## config.mk

```make
export PLATFORM = sky130hd
export DESIGN_NAME = arbitro_rr
export DESIGN_NICKNAME = d
export VERILOG_FILES = /design/src/rtl/arbitro_rr_pkg.sv /design/src/rtl/arbitro_rr_selector.sv /design/src/rtl/arbitro_rr.sv
export SDC_FILE = /design/constraint.sdc
export NUM_CORES = 1
export LEC_CHECK = 0
export ABC_AREA = 1
export BUFFER_PORTS_ARGS = -buffer_cell sky130_fd_sc_hd__buf_2
export CAP_MARGIN = 20
export CORE_MARGIN = 1.5
export CORE_UTILIZATION = 35
export DETAILED_ROUTE_END_ITERATION = 12
export HOLD_SLACK_MARGIN = 0.12
export PLACE_DENSITY = 0.68
export SKIP_CTS_REPAIR_TIMING = 1
export SLEW_MARGIN = 20
export SYNTH_ARGS = -nofsm -noshare
export SYNTH_HDL_FRONTEND = slang
export SYNTH_SLANG_ARGS = --single-unit
```

## constraint.sdc

```tcl
create_clock -name clk -period 1.5 [get_ports clk]
set_input_delay 0.15 -clock clk [delete_from_list [all_inputs] [get_ports clk]]
set_output_delay 0.15 -clock clk [all_outputs]
set_load 0.01 [all_outputs]
```

## src/rtl/arbitro_rr_pkg.sv

```systemverilog
// Shared definitions for the multi-input class router (arbitration modes, index-width helpers).
// Latency: none, compile-time constants and constant functions only.
// Backpressure: not applicable.
package arbitro_rr_pkg;

  // Arbitration policy selector values for the MODE parameter
  localparam int ARB_MODE_RR    = 0;
  localparam int ARB_MODE_FIXED = 1;

  // Ceiling log2; clog2(1) = 0
  function automatic int clog2(input int value);
    int res;
    res = 0;
    for (int v = value - 1; v > 0; v = v >> 1) begin
      res++;
    end
    return res;
  endfunction

  // Width of an index register for n entries, never less than one bit
  function automatic int idx_w(input int n);
    return (n > 1) ? clog2(n) : 1;
  endfunction

endpackage

```

## src/rtl/arbitro_rr_selector.sv

```systemverilog
// Rotating priority picker: first set request at or after base, wrapping around.
// Latency: purely combinational.
// Backpressure: none; the caller masks blocked requesters before they reach req.
module rr_selector
  import arbitro_rr_pkg::*;
#(
  parameter int N = 4,
  parameter int W = idx_w(N)
) (
  input  logic [N-1:0] req,
  input  logic [W-1:0] base,
  output logic [N-1:0] gnt,
  output logic         found
);

  logic [N-1:0] rot_req;
  logic [N-1:0] rot_gnt;

  // Rotate so that base lands at bit 0, keep the lowest set bit, rotate back
  always_comb begin
    rot_req = N'({req, req} >> base);
    rot_gnt = rot_req & (~rot_req + N'(1));
    gnt     = N'(({rot_gnt, rot_gnt} << base) >> N);
    found   = |req;
  end

endmodule

```

## src/rtl/arbitro_rr.sv

```systemverilog
// Arbitrates N_IN show-ahead input FIFOs and routes each popped word by its class field to an output FIFO.
// Latency: pop/push/data_out are registered one cycle after the flags they were decided from.
// Backpressure: a word is held only when its own destination asserts almost_full; other inputs keep flowing.
module arbitro_rr
  import arbitro_rr_pkg::*;
#(
  parameter int N_IN      = 4,
  parameter int N_OUT     = 4,
  parameter int DATA_W    = 6,
  parameter int CLASS_W   = 2,
  parameter int CLASS_LSB = 4,
  parameter int MODE      = ARB_MODE_RR,
  parameter int DROP_W    = 8
) (
  input  logic                     clk,
  input  logic                     reset_L,
  input  logic [N_IN-1:0]          fifo_empty,
  input  logic [N_IN*DATA_W-1:0]   fifo_data,
  input  logic [N_OUT-1:0]         almost_full,
  output logic [N_IN-1:0]          pop,
  output logic [N_OUT-1:0]         push,
  output logic [DATA_W-1:0]        data_out,
  output logic                     idle,
  output logic [DROP_W-1:0]        drop_cnt
);

  localparam int PTR_W = idx_w(N_IN);

  logic [CLASS_W-1:0] dest    [N_IN];
  logic [N_IN-1:0]    valid;
  logic [N_IN-1:0]    blocked;
  logic [N_IN-1:0]    elig;

  logic [N_IN-1:0]    gnt;
  logic               found;
  logic [PTR_W-1:0]   ptr;

  logic [DATA_W-1:0]  sel_data;
  logic [CLASS_W-1:0] sel_dest;
  logic               sel_valid;
  logic [N_OUT-1:0]   push_nxt;

  // Per-input decode: destination class, class validity, destination stall and eligibility.
  // A head popped last cycle (pop still high) is not yet replaced, so it must not be granted again.
  always_comb begin
    valid   = '0;
    blocked = '0;
    elig    = '0;
    for (int i = 0; i < N_IN; i++) begin
      dest[i]  = fifo_data[i*DATA_W + CLASS_LSB +: CLASS_W];
      valid[i] = (int'(dest[i]) < N_OUT);
      for (int k = 0; k < N_OUT; k++) begin
        if ((dest[i] == CLASS_W'(k)) && almost_full[k]) begin
          blocked[i] = 1'b1;
        end
      end
      elig[i] = !fifo_empty[i] && !pop[i] && (!valid[i] || !blocked[i]);
    end
  end

  rr_selector #(
    .N (N_IN),
    .W (PTR_W)
  ) u_sel (
    .req   (elig),
    .base  (ptr),
    .gnt   (gnt),
    .found (found)
  );

  generate
    if ((MODE == ARB_MODE_RR) && (N_IN > 1)) begin : g_rr_ptr
      logic [PTR_W-1:0] g_idx;

      // Binary index of the granted input, used to advance the pointer past it
      always_comb begin
        g_idx = '0;
        for (int i = 0; i < N_IN; i++) begin
          if (gnt[i]) begin
            g_idx = PTR_W'(i);
          end
        end
      end

      // Pointer moves to the input after the winner; holds when nothing is granted
      always_ff @(posedge clk or negedge reset_L) begin
        if (!reset_L) begin
          ptr <= '0;
        end else if (found) begin
          ptr <= (g_idx == PTR_W'(N_IN - 1)) ? '0 : g_idx + PTR_W'(1);
        end
      end
    end else begin : g_fixed_ptr
      // Fixed priority, or a single input: the scan always starts at input 0
      assign ptr = '0;
    end
  endgenerate

  // Word, class and validity of the granted input (gnt is one-hot or zero)
  always_comb begin
    sel_data  = '0;
    sel_dest  = '0;
    sel_valid = 1'b0;
    for (int i = 0; i < N_IN; i++) begin
      if (gnt[i]) begin
        sel_data  = sel_data  | fifo_data[i*DATA_W +: DATA_W];
        sel_dest  = sel_dest  | dest[i];
        sel_valid = sel_valid | valid[i];
      end
    end
  end

  // One-hot push toward the granted word's class; invalid classes push nothing
  always_comb begin
    push_nxt = '0;
    for (int k = 0; k < N_OUT; k++) begin
      push_nxt[k] = found && sel_valid && (sel_dest == CLASS_W'(k));
    end
  end

  // Registered outputs and saturating drop counter; reset discards any pending pop/push
  always_ff @(posedge clk or negedge reset_L) begin
    if (!reset_L) begin
      pop      <= '0;
      push     <= '0;
      data_out <= '0;
      idle     <= 1'b1;
      drop_cnt <= '0;
    end else begin
      pop  <= gnt;
      push <= push_nxt;
      idle <= (&fifo_empty) && !found;
      if (found) begin
        data_out <= sel_data;
      end
      if (found && !sel_valid && !(&drop_cnt)) begin
        drop_cnt <= drop_cnt + DROP_W'(1);
      end
    end
  end

endmodule
```

# == After elaboration in Yosys (flattened, before gate mapping) ==
# Cells that the tools add are included.
# Widths: inputs -> output; s select.
# classes
reduce_logical,55
muxes,32
shift,2
n_addsub,3
n_eq_ne,16
bitwise_logic,8
# op_table
operator,n
$logic_and 1x1->1,32
$mux 6,4
$eq 2x2->1 const B,11
$mux 1,21
$or 6x6->6,3
$logic_not 1->1,15
$mux 2,7
$eq 2x1->1 const B,5
$logic_not 2->1,5
$add 8x1->8 const B,1
$reduce_and 8->1,1
$shl 8x2->8,1
$shr 8x2->4,1
$or 2x2->2,3
$add 4x1->4 const B,1
$and 4x4->4,1
$not 4->4,1
$reduce_and 4->1,1
$reduce_or 4->1,1
$add 2x1->2 const B,1
# word_totals
word_cells,122
output_inout_bits,23
register_bits,25
input_bits,34

# == Longest topological paths before layout ==
# Gate-level depths: netlist of the first run.
# logic_depth
ltp_word,22
ltp_mapped,17

# == Cells and area by module ==
# Synthesis of the first run repeated with hierarchy kept, for this count alone.
# hier_totals
cells_unflattened,244
hier_area_um2,1695.4
# modules_own_cells
module,seq_area_each_um2,n_inst,cells_each,area_per_inst_um2
arbitro_rr,626.9,1,191,1403.8
rr_selector,0.0,1,53,291.5

# == Worst setup path after synthesis of the first run ==
# No wires, ideal clock.
# synth_path
path_kind,register to register
from,reg ptr[0]
to,reg push[1]
path_stages_with_launch,16
synth_period_minus_slack_ns,1.666
t_arrival_ns,1.544
n_path_buf,1
path_slack_ns,-0.166
setup_ns,0.122
path_cell_list,dfrtp_1 > buf_2 > inv_4 > nand3_1 > nand2_1 > nand2_1 > nand2_1 > nand2_1 > nor2_2 > nand2_2 > nand3_1 > nand3_1 > nand2_1 > nor2_2 > nand2_1 > nor2_1
# synth_between
elab_chain_cells,14
word_cells_on_any_way,19
# synth_rtl
item,line_no,source
from (decl),arbitro_rr.sv:36,logic [PTR_W-1:0] ptr;
from (signal assigned),arbitro_rr.sv:90,ptr <= (g_idx == PTR_W'(N_IN - 1)) ? '0 : g_idx + PTR_W'(1);
$shr 8x2->4,arbitro_rr_selector.sv:21,"rot_req = N'({req, req} >> base);"
$not 4->4,arbitro_rr_selector.sv:22,rot_gnt = rot_req & (~rot_req + N'(1));
$add 4x1->4,arbitro_rr_selector.sv:22,
$and 4x4->4,arbitro_rr_selector.sv:22,
$shl 8x2->8 *,arbitro_rr_selector.sv:23,"gnt = N'(({rot_gnt, rot_gnt} << base) >> N);"
$mux 2,arbitro_rr.sv:105,if (gnt[i]) begin
$or 2x2->2,arbitro_rr.sv:107,sel_dest = sel_dest | dest[i];
$mux 2,arbitro_rr.sv:105,
$or 2x2->2,arbitro_rr.sv:107,
$mux 2,arbitro_rr.sv:105,
$or 2x2->2,arbitro_rr.sv:107,
$mux 2,arbitro_rr.sv:105,
$eq 2x1->1,arbitro_rr.sv:117,push_nxt[k] = found && sel_valid && (sel_dest == CLASS_W'(k));
$logic_and 1x1->1 *,arbitro_rr.sv:117,
named net push_nxt[1],arbitro_rr.sv:41,logic [N_OUT-1:0] push_nxt;
to (signal assigned),arbitro_rr.sv:131,push <= push_nxt;
to (decl),arbitro_rr.sv:21,"output logic [N_OUT-1:0] push,"
# Mark *: on every way through the listed nets, which the timed path passes. The rest lies on a longest branch.
# A chain may end at the register's enable or synchronous reset.

# == Final worst setup path of the first run ==
# Ends and elaborated chain as after synthesis.

==> out/qor.yml, run 1 <==
outcome: "finished, violations left"
violations: "negative setup slack"
antenna_cells: 0
drive_above_1_share: 0.580
synthesis.area_sq_um: 1510
tns_ps: -3950
grt_pass1_wl_mm: 6.13
seq_power_share: 0.240
syn_nets: 231
io_buffers: 56
crit_slowest_cell: "dfrtp_2"
antenna_found_initial: 0
cp.depth: 12
cts_buffers: 3
worstSetupEndpointType: "register"
final-max-slew-violation-count: 0
ir_drop_mv: 0.979
rsz0062_at_grt: "true"
fin_ws_ps: -350
yosysWarnings: 0
hold_path_class: "in -> reg"
clock_latency_ps: 270
ant_nets: 0
drc: 0
maxSlewHeadroom: 0.642
reg2regPathDepth: 12
stdcell_area_sq_um: 2390
ys_types: 23
initial_utilization: 0.369
nNetsFinal: 318
routed-via-count: 1622
yosysSeqAreaShare: 0.415
io_pins: 57
grt_pass1_vias: 1427
power_switching_mw: 2.07
path_delay_family: "simple AND/OR/NAND/NOR gates"
dpl-instance-area_sq_um: 2050
crit_required_ps: 1710
core_area_sq_um: 4090
rows: 23
routedWlPerCell_microns: 12.7
die_area_sq_um: 4710
drt_iter0_markers: 58
maxCapViolCount: 0
cpPeakStageDelay_ps: 520
period_needed_ps: 1850
clock-skew-final_ps: 5.36
dp_cells: 318
power_frac_comb: 0.667
setup_viol: 16
period_share: 1.23
critPathLaunch: "ptr[0]"
tritoncts: "yes"
drtPass1Iterations: 4
crit_chain: "inv_8 > nand3_4 > nand3_2 > nand2_2 > inv_2 > nand4_1 > nand3_2 > nand3_2 > nand2_2 > nor2_4 > nand2_2 > nor2_2"
p_per_area_nw_per_um2: 1800
areaGrowthSynthToFinish_pct: 58.6
synth_top_area_frac: 0.398
reg2reg_from: "ptr[0]"
worst_r2r_endpoint: "push[1]"
via_per_inst: 4.87
holdCritStartpoint: "fifo_data[14]"
finalWirelength_mm: 4.25
hpwl_mm: 3.13
die_x_microns: 68.7
tightest_slew_ps: 537
grt_start_max_net_pins: 26
grtUsageTotal: 0.170
final-hold-violation-count: 0
ys_seq_elements: 25
place_congestion: 0.781
instances_no_fill: 333
path_clk_slew_ps: 90
cts_sinks: 25
synth_top_cell_by_area: "dfrtp_1"
rrSetupSlack_ps: -350
timing.fmax_mhz: 541
cp_max_fo: 6
p_leak_nw: 1.27
p_int_mw: 2.24
syn_area_per_cell_sq_um: 7.66
critPathCapture: "push[1]"
p_sw_frac: 0.480
critPathLaunchType: "register"
cp_data_arrival_time_ps: 2060
worstSetupPathType: "reg -> reg"
synth_area_leaders: "dfrtp_1 (40%), nand3_1 (14%), nand2_1 (13%)"
synth_cells: 197
power_mw: 4.31
overflow: 0
die_h_microns: 68.7
critPathBufInv: 2
cts_max_level: 1
power.share.clock: 0.093
root_buffer: "clkbuf_8"
clockBufferDepth: 2
synthesized netlist by cell type:
library cell and instances:
clkbuf_4 1, nand2_2 10, and2_1 1, nand3_4 2, nand4_1 2, nand2_1 54
o211ai_1 1, buf_2 2, nor2_1 9, o21ai_0 1, a21oi_1 4, nor2_2 3
nand3_2 11, nand3_1 43, inv_2 3, dfrtp_1 24, a22oi_1 2, nand2_4 2
inv_1 11, inv_4 1, dfstp_2 1, o21ai_2 1, clkbuf_1 8
cell families (layout without fill, tap and decap cells):
| family | Yosys count | after routing | share of synthesized area |
|---|---|---|---|
| buf+inv | 26 | 112 | 0.0705 |
| simple gates | 137 | 137 | 0.477 |
| compound gates | 9 | 9 | 0.0373 |
| flops | 25 | 25 | 0.415 |
tightest hold or removal path, cell delays in order:
cell     delay (ps)
buf_2            90
a21oi_2          50
nand3_1          60
power by group through the flow:
stage | Sequential [mW] | Combinational (mW) | Clock, mW
floorplan | 1.06 | 1.51 | 0
global placement | 1.01 | 2.28 | 0
detailed placement | 1.01 | 2.30 | 0
CTS | 1.00 | 2.31 | 0.408
global route | 1.05 | 3.14 | 0.441
finish | 1.03 | 2.88 | 0.401
layout make-up:
cell class,count,area (sq um)
inverter,15,66.3
multi-input combinational,146,1000
sequential,25,628
tap,50,62.6
clock inverter,1,7.51
fill,367,1690
timing repair buffer,93,584
clock buffer,3,41.3
per-layer routing:
layer	track usage	wire [microns]	vias to the layer above
li1	-	-	811
met1	0.234	1840	752
met2	0.264	2170	49
met3	0.0325	168	10
met4	0.0650	71	0
met5	0	0	-
worst min path at each step:
stage                   to  slack (ps)  cells after the start
6_report       data_out[2]         110                      3
5_1_grt        data_out[2]         130                      3
4_1_cts        drop_cnt[3]        -140                      1
3_5_place_dp   drop_cnt[3]         160                      1
3_3_place_gp   drop_cnt[3]         150                      1
2_1_floorplan  data_out[0]        -150                      0
through the flow:
step / worst slack [ps] / hold WS (ps) / util
floorplan: -99.4 / -146 / -
detailed placement: -400 / 160 / 0.501
global route: -483 / 128 / 0.586
CTS: -426 / -139 / 0.513
global placement: -360 / 155 / 0.501
finish: -350 / 114 / 0.586
placed cells by master (no fill, tap or decap):
master	count
nand4_1	2
dfrtp_2	1
dlygate4sd3_1	9
nand2_1	45
a22oi_1	2
nand2_4	2
o211ai_1	1
inv_1	8
clkbuf_8	3
o21ai_0	1
buf_2	56
buf_6	1
dfrtp_1	23
clkinvlp_4	1
inv_4	1
nor2_4	6
a21oi_2	4
nor2_1	3
nand3_2	23
inv_8	1
o21ai_4	1
and2_4	1
inv_2	5
nand3_1	25
nor2_2	3
nand3_4	8
buf_4	27
dfstp_2	1
nand2_2	19
flip-flops by register name, indices dropped and copies added, names as in the netlist:
name / flops
push: 4
pop: 4
drop_cnt: 8
ptr: 2
idle: 1
data_out: 6
(Power assumes the default switching activity.)
==> run 2: changes to the inputs <==
==> constraint.sdc (replaced) <==
create_clock -name clk -period 1.5 [get_ports clk]
set_input_delay 0.45 -clock clk [delete_from_list [all_inputs] [get_ports clk]]
set_output_delay 0.45 -clock clk [all_outputs]
set_load 0.01 [all_outputs]
==> out/qor.yml, run 2 (synthesized netlist as in run 1, its figures left out) <==
outcome: "finished, violations left"
violations: "negative setup slack"
ir_drop_mv: 0.926  # -5.4%
drive_above_1_share: 0.576  # -0.00342
period_share: 1.23  # -0.00392
crit_chain: "nor2_2 > nand3_2 > nand2_1 > nand2_1 > nand2_1 > nand2_2 > nor2_4 > nand2_2 > nand3_2 > nand3_1 > nand2_1 > nor2_4 > nand2_1 > nor2_1"
worstSetupEndpointType: "register"
cts_max_level: 1  # unchanged
power_frac_comb: 0.668  # about the same
dp_cells: 319  # +0.31%
seq_power_share: 0.239  # about the same
maxCapViolCount: 0  # unchanged
critPathBufInv: 0  # -2
drtPass1Iterations: 4  # unchanged
via_per_inst: 4.79  # -1.6%
mostFrequentLayoutCell: "buf_2"
crit_slowest_cell: "dfrtp_1"
cts_buffers: 3  # unchanged
place_congestion: 0.888  # +14%
final-hold-violation-count: 0  # unchanged
die_area_sq_um: 4710  # unchanged
finalWirelength_mm: 3.94  # -7.1%
power.share.clock: 0.093  # about the same
crit_required_ps: 1660  # -50 ps
io_pins: 57  # unchanged
power_switching_mw: 1.96  # -5.6%
routed-via-count: 1562  # -3.7%
rsz0062_at_grt: "true"
path_delay_family: "simple AND/OR/NAND/NOR gates"
fill_cells: 387  # +5.4%
tightest_slew_ps: 524  # -13.3 ps
die_x_microns: 68.7  # unchanged
ant_nets: 0  # unchanged
power_mw: 4.19  # -2.9%
core_area_sq_um: 4090  # unchanged
hpwl_mm: 3.13  # about the same
die_h_microns: 68.7  # unchanged
reg.largest.list: "drop_cnt x8, data_out x6"
tritoncts: "yes"
clock_latency_ps: 260  # about the same
path_clk_slew_ps: 80  # about the same
maxSlewHeadroom: 0.651  # +0.00884
rows: 23  # unchanged
clockBufferDepth: 2  # unchanged
final_cell_mix: "buf_2 (55), nand2_1 (45), nand3_1 (30)"
clock-skew-final_ps: 0.949  # -4.41 ps
p_sw_frac: 0.467  # -0.0133
p_int_mw: 2.23  # -0.42%
largest_reg_flops: 8  # unchanged
antenna_found_initial: 0  # unchanged
areaGrowthSynthToFinish_pct: 51.7
p_leak_nw: 1.24  # -2.6%
setup_viol: 16  # unchanged
max_flop_register: "drop_cnt"
initial_utilization: 0.369  # unchanged
fin_ws_ps: -344  # +5.88 ps
overflow: 0  # unchanged
cp_data_arrival_time_ps: 2000  # -60 ps
cp_max_fo: 4  # -2
drt_iter0_markers: 65  # +12%
grt_start_max_net_pins: 26  # unchanged
grtUsageTotal: 0.179  # +0.00838
io_buffers: 56  # unchanged
routedWlPerCell_microns: 12.1  # -5.1%
p_per_area_nw_per_um2: 1830  # +1.6%
crit_top_cell: "nand2_1"
final-max-slew-violation-count: 0  # unchanged
root_buffer: "clkbuf_8"
worstSetupPathType: "reg -> reg"
hold_path_class: "in -> async"
grt_pass1_vias: 1489  # +4.3%
instances_no_fill: 326  # -2.1%
period_needed_ps: 1840  # -5.88 ps
critPathLaunchType: "register"
cpPeakStageDelay_ps: 400  # -120 ps
nNetsFinal: 311  # -2.2%
grt_pass1_wl_mm: 6.38  # +3.9%
cts_sinks: 25  # unchanged
drc: 0  # unchanged
antenna_cells: 0  # unchanged
timing.fmax_mhz: 542  # +0.32%
==> run 2: cell types whose count changed in the layout (fill, tap and decap cells not counted), moves of 2 or more <==
| cell | previous run | this run |
|---|---|---|
| nand3_2 | 23 | 20 |
| buf_6 | 1 | 3 |
| nand3_1 | 25 | 30 |
| dlygate4sd3_1 | 9 | 0 |
| nor2_2 | 3 | 1 |
| nand3_4 | 8 | 6 |
| nor2_1 | 3 | 6 |
==> run 2: final cells by class <==
| cell class | count | area, sq um | area share |
|---|---|---|---|
| clock inverter | 1 | 7.51 | 0.00328 |
| multi-input combinational | 146 | 956 | 0.418 |
| tap | 50 | 62.6 | 0.0273 |
| clock buffer | 3 | 41.3 | 0.0180 |
| sequential | 25 | 628 | 0.274 |
| timing repair buffer | 86 | 519 | 0.227 |
| inverter | 15 | 73.8 | 0.0323 |
==> run 2: metal layers <==
metal	GRT usage	share of wire	up-vias
li1	-	-	804
met1	0.240	0.45	712
met3	0.0325	0.045	6
met2	0.298	0.50	40
met4	0.0425	0.013	0
met5	0	0	-
==> run 2: power by group through the flow <==
| stage | clock network, mW | logic, mW | registers, mW |
|---|---|---|---|
| finish | 0.391 | 2.80 | 1.00 |
| global route | 0.435 | 3.10 | 1.02 |
| CTS | 0.400 | 2.47 | 0.990 |
| detailed placement | 0 | 2.46 | 1.00 |
| global placement | 0 | 2.45 | 0.999 |
| floorplan | 0 | 1.53 | 1.05 |
==> run 2: path summary, 6_finish.rpt <==
| check | start | endpoint | slack (ps) | depth (start not counted) |
|---|---|---|---|---|
| min in group clk | drop_cnt[6] | drop_cnt[6] | 370 | 0 |
| worst min register to register | drop_cnt[6] | drop_cnt[6] | 370 | 0 |
| worst max register to register | pop[1] | push[1] | -340 | 14 |
| worst min-delay path | reset_L | drop_cnt[0] | 150 | 1 |
| worst max-delay path | pop[1] | push[1] | -340 | 14 |
| max in group asynchronous | reset_L | ptr[0] | 970 | 1 |
==> run 2: metrics by stage <==
step / utilization / area [sq um] / hold slack, ps / setup slack (ps) / TNS (ps)
global placement: 0.509 / 2080 / 360 / -591 / -7570
CTS: 0.521 / 2130 / 163 / -401 / -4470
global route: 0.560 / 2290 / 183 / -445 / -5690
finish: 0.560 / 2290 / 150 / -344 / -3880
floorplan: - / 1580 / 154 / -182 / -1520
detailed placement: 0.509 / 2080 / 360 / -597 / -7660
==> run 2: worst register-to-register path, cell delays in order, from the launching register on <==
cell	delay, ps
dfrtp_1	400
nor2_2	230
nand3_2	120
nand2_1	90
nand2_1	50
nand2_1	80
nand2_2	60
nor2_4	120
nand2_2	90
nand3_2	100
nand3_1	90
nand2_1	120
nor2_4	60
nand2_1	80
nor2_1	50
==> run 3: changes to the inputs <==
Settings changed: CTS_CLUSTER_SIZE from default to 25, PLACE_DENSITY 0.68 to 0.65.
Clock period 1.5 ns to 2.4 ns, I/O delays scaled along.
==> out/qor.yml, run 3 (synthesized netlist as in run 1, its figures left out) <==
outcome: "finished, final reports clean"
ant_nets: 0  # unchanged
crit_chain: "buf_2 > inv_1 > nand2_1 > nand3_1 > nand2_2 > nand3_1 > nand2_1 > nand2_1 > nand2_1 > nand3_1 > nand3_2 > nand3_1 > nand2_1 > nor2_2 > nand2_1 > nor2_1"
utilization: 0.463  # -0.0974
finalWirelength_mm: 3.77  # -4.3%
maxSlewHeadroom: 0.635  # -0.0161
path_delay_family: "simple AND/OR/NAND/NOR gates"
worst_r2r_endpoint: "push[1]"
max_flop_register: "drop_cnt"
grt_start_max_net_pins: 26  # unchanged
period_needed_ps: 2170
rrSetupSlack_ps: 340  # +680 ps
cts_sinks: 25  # unchanged
clockBufferDepth: 2  # unchanged
reg.largest.list: "drop_cnt x8, data_out x6"
reg2reg_from: "ptr[0]"
final-max-slew-violation-count: 0  # unchanged
root_buffer: "clkbuf_8"
nNetsFinal: 286  # -8.0%
holdCritStartpoint: "drop_cnt[5]"
tritoncts: "yes"
critPathLaunchType: "input pin"
final_cell_mix: "buf_2 (56), nand2_1 (54), nand3_1 (43)"
hold_path_class: "reg -> reg"
grt_pass1_vias: 1331  # -11%
timing.fmax_mhz: 461
core_area_sq_um: 4090  # unchanged
hpwl_mm: 2.99  # -4.4%
areaGrowthSynthToFinish_pct: 25.3
routedWlPerCell_microns: 12.5  # +3.6%
routed-via-count: 1425  # -8.8%
io_pins: 57  # unchanged
clock-skew-final_ps: 5.19  # +4.24 ps
ir_drop_mv: 0.455  # -51%
clock_latency_ps: 270  # about the same
holdWs_ps: 374  # +224 ps
drt_iter0_markers: 95  # +46%
mostFrequentLayoutCell: "buf_2"
die_area_sq_um: 4710  # unchanged
power_mw: 2.15  # -49%
rsz0062_at_grt: "false"
reg2regPathDepth: 12  # -2
grtUsageTotal: 0.170  # -0.00849
p_per_area_nw_per_um2: 1140  # -38%
cp_data_arrival_time_ps: 2380  # +380 ps
die_h_microns: 68.7  # unchanged
drtPass1Iterations: 4  # unchanged
cp_max_fo: 7  # +3
antenna_cells: 0  # unchanged
setup_viol: 0  # -16
die_x_microns: 68.7  # unchanged
drc: 0  # unchanged
antenna_found_initial: 0  # unchanged
worst_hold_path.num_cells: 0
drive_above_1_share: 0.394  # -0.182
final-hold-violation-count: 0  # unchanged
critPathBufInv: 2  # +2
period_share: 0.904
worstSetupEndpointType: "register"
whs_endpoint: "drop_cnt[5]"
crit_required_ps: 2610  # +950 ps
cts_max_level: 1  # unchanged
rows: 23  # unchanged
largest_reg_flops: 8  # unchanged
crit_top_cell: "nand2_1"
via_per_inst: 4.73  # -1.2%
io_buffers: 56  # unchanged
cts_buffers: 3  # unchanged
tightest_slew_ps: 548  # +24.2 ps
initial_utilization: 0.369  # unchanged
worstSetupPathType: "in -> reg"
grt_pass1_wl_mm: 6.03  # -5.4%
crit_slowest_cell: "nor2_2"
maxCapViolCount: 0  # unchanged
place_congestion: 0.868  # -2.2%
path_clk_slew_ps: 90  # about the same
p_leak_nw: 1.08  # -13%
cpPeakStageDelay_ps: 210  # -190 ps
overflow: 0  # unchanged
## run 3: changes by cell type in the layout (fill, tap and decap cells not counted), sizes merged
cell    delta
buf       -25
clkinv     -1
inv        +1
## run 3: power breakdown
| group | switching, mW | internal, mW | total, mW |
|---|---|---|---|
| Combinational | 0.828 | 0.447 | 1.27 |
| Sequential | 0.0748 | 0.547 | 0.622 |
| Clock | 0.133 | 0.118 | 0.250 |
| Total | 1.04 | 1.11 | 2.15 |
## run 3: per-stage QoR
stage                     cells  area [sq um]  setup TNS, ps  setup WS [ps]
after floorplan             197          1510              0            422
after global placement      297          1840          -18.1          -9.09
after detailed placement    297          1840           -101          -38.5
after CTS                   301          1890              0            251
after global routing        301          1890              0           16.8
final                       301          1890              0            231
## run 3: worst max-delay path by stage
stage | from | end | slack, ps | cells past startpoint
floorplan | fifo_data[11] | push[1] | 420 | 16
global placement | fifo_data[11] | push[2] | -9 | 16
detailed placement | fifo_data[22] | push[1] | -40 | 16
CTS | fifo_data[11] | push[1] | 250 | 16
global route | fifo_data[11] | push[0] | 20 | 16
finish | fifo_data[11] | push[1] | 230 | 16
## run 3: metal layers
metal  track usage  share of wire  routed length [microns]  vias up
li1              -              -                        -      747
met1         0.243           0.49                     1850      629
met2         0.262           0.45                     1720       49
met3        0.0438          0.056                      212        0
met4        0.0300              0                        0        0
met5             0              0                        0        -
## run 3: cell type report
class                           instances  area [sq um]
Fill cell                             426          2200
Inverter                               15          58.8
Clock buffer                            3          41.3
Tap cell                               50          62.6
Clock inverter                          1          7.51
Sequential cell                        25           627
Timing Repair Buffer                   61           318
Multi-Input combinational cell        146           776
